### src/rtl/pc_unit_ras.sv
// rtl/pc_unit_ras.sv - fetch-stage program counter with circular return-address stack
module pc_unit_ras #(
  parameter int               WIDTH        = 16,
  parameter int               INC          = 1,
  parameter logic [WIDTH-1:0] RESET_VECTOR = '0,
  parameter int               RAS_DEPTH    = 4,
  localparam int              PTR_W        = $clog2(RAS_DEPTH)
) (
  input  logic             Clk,
  input  logic             Reset_n,
  input  logic             PCWrite,
  input  logic [1:0]       Mode,
  input  logic             Call,
  input  logic [WIDTH-1:0] Offset,
  input  logic [WIDTH-1:0] Target,
  input  logic             FlagClr,
  output logic [WIDTH-1:0] PCResult,
  output logic [WIDTH-1:0] PCPlus,
  output logic [PTR_W:0]   StackCount,
  output logic             Overflow,
  output logic             Underflow
);

  localparam logic [1:0]       MODE_SEQ    = 2'b00;
  localparam logic [1:0]       MODE_BRANCH = 2'b01;
  localparam logic [1:0]       MODE_JUMP   = 2'b10;
  localparam logic [WIDTH-1:0] INC_W       = WIDTH'(INC);
  localparam logic [PTR_W:0]   DEPTH_C     = (PTR_W+1)'(RAS_DEPTH);

  logic [WIDTH-1:0] stack [RAS_DEPTH];
  logic [PTR_W-1:0] wp_q;
  logic [PTR_W-1:0] wp_top;
  logic [PTR_W-1:0] wp_d;
  logic [PTR_W:0]   count_d;
  logic [WIDTH-1:0] stack_top;
  logic [WIDTH-1:0] next_pc;
  logic             is_ret;
  logic             push;
  logic             pop;
  logic             underflow_evt;
  logic             overflow_evt;
  logic             ovf_d;
  logic             unf_d;

  assign PCPlus    = PCResult + INC_W;
  assign wp_top    = wp_q - PTR_W'(1);
  assign stack_top = stack[wp_top];

  // Decode the operation for this cycle and compute next PC, pointer, count and flags
  always_comb begin
    is_ret        = (Mode == 2'b11);
    push          = PCWrite && Call && !is_ret;
    pop           = PCWrite && is_ret && (StackCount != '0);
    underflow_evt = PCWrite && is_ret && (StackCount == '0);
    overflow_evt  = push && (StackCount == DEPTH_C);
    next_pc       = PCPlus;
    wp_d          = wp_q;
    count_d       = StackCount;

    case (Mode)
      MODE_SEQ:    next_pc = PCPlus;
      MODE_BRANCH: next_pc = PCResult + Offset;
      MODE_JUMP:   next_pc = Target;
      default:     next_pc = pop ? stack_top : PCPlus;
    endcase

    // A full stack keeps its count and simply overwrites the oldest slot
    if (push) begin
      wp_d = wp_q + PTR_W'(1);
      if (StackCount != DEPTH_C) count_d = StackCount + (PTR_W+1)'(1);
    end else if (pop) begin
      wp_d    = wp_top;
      count_d = StackCount - (PTR_W+1)'(1);
    end

    // A set event beats a clear in the same cycle
    ovf_d = overflow_evt  ? 1'b1 : (FlagClr ? 1'b0 : Overflow);
    unf_d = underflow_evt ? 1'b1 : (FlagClr ? 1'b0 : Underflow);
  end

  // PC, stack pointer, count and sticky flags; stall holds all but the flag clear
  always_ff @(posedge Clk) begin
    if (!Reset_n) begin
      PCResult   <= RESET_VECTOR;
      wp_q       <= '0;
      StackCount <= '0;
      Overflow   <= 1'b0;
      Underflow  <= 1'b0;
    end else begin
      if (PCWrite) begin
        PCResult   <= next_pc;
        wp_q       <= wp_d;
        StackCount <= count_d;
      end
      Overflow  <= ovf_d;
      Underflow <= unf_d;
    end
  end

  // Return-address storage; contents are don't-care after reset, but a reset cycle never pushes
  always_ff @(posedge Clk) begin
    if (Reset_n && push) stack[wp_q] <= PCPlus;
  end

endmodule

### config.mk
export PLATFORM = sky130hd
export DESIGN_NAME = pc_unit_ras
export DESIGN_NICKNAME = d
export VERILOG_FILES = /design/src/rtl/pc_unit_ras.sv
export SDC_FILE = /design/constraint.sdc
export NUM_CORES = 1
export LEC_CHECK = 0
export ABC_AREA = 0
export CELL_PAD_IN_SITES_DETAIL_PLACEMENT = 0
export CELL_PAD_IN_SITES_GLOBAL_PLACEMENT = 1
export CORE_MARGIN = 2
export CORE_UTILIZATION = 46
export DETAILED_ROUTE_END_ITERATION = 12
export PLACE_DENSITY = 0.95
export REMOVE_ABC_BUFFERS = 1
export SLEW_MARGIN = 20
export SYNTH_ARGS = -nofsm -noshare
export SYNTH_HDL_FRONTEND = slang
export SYNTH_SLANG_ARGS = --single-unit
### constraint.sdc
create_clock -name Clk -period 7.3 [get_ports Clk]
set_input_delay 1.46 -clock Clk [delete_from_list [all_inputs] [get_ports Clk]]
set_output_delay 1.46 -clock Clk [all_outputs]
set_load 0.01 [all_outputs]
==> out/summary.txt, run 1 <==
reg2reg setup slack - 4.33 ns
cell-internal power - 0.806 mW
die footprint - 11400 um^2
hold buffers post-CTS - 0
num ports - 76
FMAX - 228 MHz
All-Layer GR Usage - 23.0%
sequential share of power - 49.7%
Leak - 2.09 nW
number of synthesized register bits - 87
worst-skew pair later-pin latency - 0.36 ns
nets - 568
Critical Path AT - 2.92 ns
post-cts resize count - 0
number of vias per cell - 6.07
Final GP Congestion - 0.887
die height - 107 um
share of Yosys cell area claimed by the top area cell type - 39.4%
power density over the cells - 196 nW/um^2
number of synthesized flops with an enable pin - 64
Port Buffers - 75
DRT iter0 DRCs - 298
element type at the critical path start - register
ANT cells - 0
Final Setup Violations - 0
total grt overflow - 0
final setup TNS - 0 ns
combinational fraction of design power - 23.5%
drt first pass iters - 5
placed cell count - 632
# Post-CTS Setup Buffers - 0
gate count of the mapped netlist - 440
Slew Limit Headroom - 43.5%
Root Driver - clkbuf_8
Yosys top cell by area - edfxtp_1
drt total wl - 12800 um
Worst Hold Class - register to register
min Tclk post-route - 4.38 ns
pin count of the biggest net entering global routing - 27
largest cells by area after synthesis - edfxtp_1, dfxtp_1, mux4_2
first-pass GRT wire length - 19900 um
Final Non-Filler Cells - 648
NetSw - 0.351 mW
Clk pwr share - 26.8%
VDD IR max - 0.000151 V
outcome - completed
Die W - 107 um
Initial Util - 47.3%
Yosys warnings - 0
post-route cell area - 5900 um^2
CTS Buffer Depth - 2
post-synthesis sequential area ratio - 48.8%
Sw Share - 30.3%
Mapped Avg Cell Area - 11.1 um^2
async set-or-reset flop fraction in the synthesized netlist - 0%
Crit path required time - 5.84 ns
DRT antenna net count - 0
DR DRC count - 0
unrepaired setup endpoints after global routing - no
pins over their slew limit - 0
htree depth - 3
Num CTS Buffers - 9
synthesized area - 4880 um^2
post-synth cell types - 56
vias in the first global route - 3866
Placed Area - 5730 um^2
DR vias - 3932
Sink Count - 87
core area - 10300 um^2
fillers - 864
CTS tree - built
initial antenna violation count - 0
Reg clk slew, reported paths - 0.09 ns
Rows - 37
CP Capture Type - output port
clock skew - 0.00769 ns
max_cap viols - 0
Slew @ Worst Pin - 0.848 ns
Hold Vio Cnt, Final - 0
CP max FO - 8
post-route clock period utilization - 60.1%
Layout area overhead - 21.0%
crit path kind - register to output port
Main synth FF type - edfxtp_1
Post-DP HPWL - 9370 um
share of cells above drive strength 1 - 7.62%
drt wl/cell - 19.7 um
## cell usage after synthesis (2+ instances only)
cell	n
nor2_1	18
nand2b_1	4
xnor2_1	11
dfxtp_1	23
nand3_1	14
a211oi_1	4
clkbuf_1	16
o31ai_1	3
o22a_1	2
mux2i_1	8
o211ai_1	3
a221oi_1	4
edfxtp_1	64
o22ai_1	5
mux4_2	16
fa_1	2
nor2b_1	3
nor3_1	13
xor2_1	10
nand4_1	7
o31a_1	3
and2_1	3
o21a_1	5
buf_2	5
nand2_1	35
and3_1	14
inv_1	22
a31oi_1	6
mux2_2	3
a221o_1	4
a21o_1	2
ha_1	20
o21ai_0	28
o2111ai_1	2
or3_1	4
a21oi_1	34
## layer usage
| layer | share of wire (%) | wire length (um) | GRT usage [%] | vias up |
|---|---|---|---|---|
| li1 | - | - | - | 1820 |
| met1 | 44 | 5590 | 30.8 | 1924 |
| met2 | 48 | 6060 | 36.8 | 161 |
| met3 | 6.6 | 848 | 5.17 | 27 |
| met4 | 2.0 | 261 | 8.53 | 0 |
| met5 | 0 | 0 | 0 | - |
## kinds of logic after synthesis
family                   Yosys count  synth area share (%)
AND/OR/NAND/NOR                  122                  12.6
AO/OA/AOI/OAI                    117                  15.6
flip-flops                        87                  48.8
buffers and inverters             44                  3.51
multiplexers                      27                  9.72
adder cells (fa/ha/maj)           22                  5.95
XOR/XNOR                          21                  3.77
## cell usage in the layout, fill, tap and decap left out, types with 7 or more instances in the layout
master / count
nor2_1: 18
nor3_1: 13
nand3_1: 14
nand2_1: 35
and3_1: 14
inv_1: 22
clkdlybuf4s50_1: 75
dfxtp_1: 23
nand4_1: 7
mux2i_1: 8
o21ai_0: 28
edfxtp_1: 64
clkbuf_8: 9
ha_1: 20
xor2_1: 10
a21oi_1: 34
mux4_2: 16
xnor2_1: 11
## stage by stage
step / setup slack, ns / utilization (%) / hold slack [ns] / power (mW)
after floorplan: 4.01 / - / 0.481 / 0.738
after global placement: 3.24 / 55.5 / 0.471 / 0.850
after detailed placement: 3.28 / 55.5 / 0.478 / 0.855
after CTS: 2.96 / 57.2 / 0.495 / 1.16
after global routing: 2.73 / 57.2 / 0.509 / 1.21
final: 2.92 / 57.2 / 0.492 / 1.16
## power by group through the flow
stage,clock network (mW),logic (mW),registers (mW)
floorplan,0,0.151,0.587
global placement,0,0.265,0.585
detailed placement,0,0.270,0.586
CTS,0.312,0.271,0.574
global route,0.332,0.295,0.578
finish,0.310,0.271,0.575
## worst max-delay path, stage by stage, from the launching register on
cell,delay (ns)
dfxtp_1,0.53
nand4_1,0.27
or2_1,0.40
nor2_1,0.18
xor2_1,0.53
clkdlybuf4s50_1,0.66
## area by class of cell
type | instances | area (um^2) | area share, %
Inverter | 23 | 86.3 | 1.46
Sequential cell | 87 | 2380 | 40.4
Clock inverter | 6 | 45.0 | 0.763
Tap cell | 136 | 170 | 2.88
Clock buffer | 10 | 128 | 2.16
Timing Repair Buffer | 77 | 766 | 13.0
Multi-Input combinational cell | 309 | 2330 | 39.4
## final timing paths
check | cells past startpoint | startpoint | to
max | 5 | PCResult[0] | PCPlus[9]
max reg2reg | 8 | wp_q[0] | PCResult[7]
min reg2reg | 2 | Underflow | Underflow
min | 2 | Underflow | Underflow
## registers in the layout, indices dropped and copies added (netlist names)
signal and flops:
wp_q 2, Underflow 1, StackCount 3, stack 64, Overflow 1, PCResult 16
Note: power is estimated with default switching activity, not from simulation.
==> run 2: changes to the inputs <==
CORE_UTILIZATION = 39   (was 46)
PLACE_DENSITY = 0.87   (was 0.95)
clock period = 3.55 ns   (was 7.3 ns; I/O delays follow)
==> out/summary.txt, run 2 (synthesized netlist as in run 1, its figures left out) <==
Post-DP HPWL - 9890 um (+5.5%)
Slew Limit Headroom - 53.2% (+9.8 points)
DRT antenna net count - 0 (unchanged)
htree depth - 3 (unchanged)
first-pass GRT wire length - 20900 um (+4.9%)
Sink Count - 87 (unchanged)
biggest regs - stack: 64 flops, PCResult: 16 flops, StackCount: 3 flops
pin count of the biggest net entering global routing - 19 (-30%)
unrepaired setup endpoints after global routing - no
Num CTS Buffers - 9 (unchanged)
Worst path max stage delay - 0.58 ns (-0.08 ns)
Initial Util - 40.3% (-7.0 points)
nets - 589 (+3.7%)
Hold Vio Cnt, Final - 0 (unchanged)
Critical Path AT - 2.64 ns (-0.28 ns)
cell-internal power - 1.99 mW (+150%)
combinational fraction of design power - 21.3% (-2.2 points)
Worst Hold Class - register to register
Sw Share - 28.3% (-2.0 points)
Rows - 40 (+8.1%)
Clk pwr share - 36.1% (+9.3 points)
drt wl/cell - 19.3 um (-2.2%)
Reg clk slew, reported paths - 0.07 ns (-0.02 ns)
fillers - 1065 (+23%)
Port Buffers - 75 (unchanged)
initial antenna violation count - 0 (unchanged)
launching point of the worst reg2reg path - wp_q[1]
element type at the critical path start - register
power density over the cells - 442 nW/um^2 (+130%)
worst hold slack - 0.502 ns (+0.0100 ns)
Worst path slowest cell - clkdlybuf4s50_1
final setup TNS - 0 ns (unchanged)
outcome - completed
max reg flops - 64 (unchanged)
most frequent cells in the layout - clkdlybuf4s50_1, edfxtp_1, nand2_1, a21oi_1, o21ai_0
crit-path cells - nand4_1 > or2_1 > or3_1 > nand2_1 > clkdlybuf4s50_1
total grt overflow - 0 (unchanged)
Hold Crit Start - Underflow
post-route clock period utilization - 94.5%
max_cap viols - 0 (unchanged)
number of vias per cell - 5.72 (-5.7%)
drt first pass iters - 7 (+2)
NetSw - 0.785 mW (+120%)
Multi-input gate area - 2340 um^2 (+0.65%)
Slew @ Worst Pin - 0.696 ns (-0.152 ns)
DR vias - 4012 (+2.0%)
drt total wl - 13500 um (+5.8%)
Root Driver - clkbuf_16
worst-skew pair later-pin latency - 0.35 ns (about the same)
sequential share of power - 42.7% (-7.0 points)
Sequential Area - 2390 um^2 (+0.16%)
commonest non-fill, non-tap cell in the layout - clkdlybuf4s50_1
CP max FO - 8 (unchanged)
num ports - 76 (unchanged)
Leak - 2.27 nW (+8.9%)
Die W - 116 um (+8.3%)
die footprint - 13400 um^2 (+17%)
core area - 12100 um^2 (+17%)
CP Capture Type - output port
Layout area overhead - 28.5%
crit path kind - register to output port
CTS Buffer Depth - 2 (unchanged)
share of cells above drive strength 1 - 12.6% (+5.0 points)
ANT cells - 0 (unchanged)
vias in the first global route - 3899 (+0.85%)
min Tclk post-route - 3.35 ns
Final Setup Violations - 0 (unchanged)
Final GP Congestion - 0.887 (unchanged)
CTS tree - built
DR DRC count - 0 (unchanged)
VDD IR max - 0.000197 V (+30%)
FMAX - 298 MHz
Largest Register - stack
pins over their slew limit - 0 (unchanged)
Crit path required time - 2.84 ns (-3.00 ns)
All-Layer GR Usage - 20.7% (-2.3 points)
DRT iter0 DRCs - 307 (+3.0%)
Critical Path Source - PCResult[0]
die height - 116 um (+8.3%)
clock skew - 0.0117 ns (+0.00401 ns)
==> run 2: cell count changes in the layout (fill, tap and decap cells not counted), moves of 2 or more <==
| cell | delta |
|---|---|
| dfxtp_2 | +3 |
| clkinv_8 | +2 |
| buf_4 | +21 |
| dfxtp_1 | -3 |
| clkbuf_16 | +9 |
| clkbuf_8 | -9 |
| inv_6 | +3 |
==> run 2: per-stage QoR <==
step / power, mW / instance area (um^2) / util, % / cells / worst slack, ns
detailed placement: 1.78 / 5930 / 48.9 / 685 / 0.371
floorplan: 1.52 / 4790 / - / 419 / 0.675
global placement: 1.77 / 5930 / 48.9 / 685 / 0.441
finish: 2.77 / 6270 / 51.8 / 701 / 0.196
CTS: 2.78 / 6260 / 51.7 / 701 / 0.00989
global route: 2.88 / 6270 / 51.8 / 701 / 0.0738
==> run 2: worst max-delay path: cells and delay by family, from the launching register on <==
family,cells,cell delay (ns)
flip-flops,1,0.45
AND/OR/NAND/NOR,4,1.27
buffers and inverters,1,0.58
==> run 2: worst paths after layout <==
path / cells after the start / endpoint / slack [ns]
max: 5 / PCPlus[13] / 0.20
min: 2 / Underflow / 0.50
max reg2reg: 8 / PCResult[11] / 1.03
min reg2reg: 2 / Underflow / 0.50
==> run 2: what timing repair did <==
action / CTS / global route
setup buffers: 0 / 0
endpoints found under the hold margin: 0 / 0
hold buffers: 0 / 0
pin swaps: 0 / 0
endpoints found under the setup margin: 1 / 5
resized for setup: 1 / 4
==> run 2: area by class of cell <==
cell class | count | share of cell area, %
inverters | 23 | 1.38
clock inverters | 7 | 1.56
multi-input cells | 309 | 37.3
flip-flops and latches | 87 | 38.1
clock buffers | 9 | 3.59
well taps | 168 | 3.35
repair buffers | 98 | 14.7
==> run 2: power groups by stage <==
stage	clock network, mW	logic (mW)	registers (mW)
finish	0.999	0.590	1.18
global route	1.06	0.639	1.19
floorplan	0	0.310	1.21
detailed placement	0	0.580	1.20
global placement	0	0.572	1.20
CTS	1.02	0.587	1.18
==> run 2: layer usage <==
layer / up-vias / wire (um) / GRT usage (%)
li1: 1862 / - / -
met1: 1964 / 5950 / 27.2
met2: 158 / 6430 / 33.5
met3: 28 / 751 / 3.56
met4: 0 / 362 / 9.52
met5: - / 0 / 0
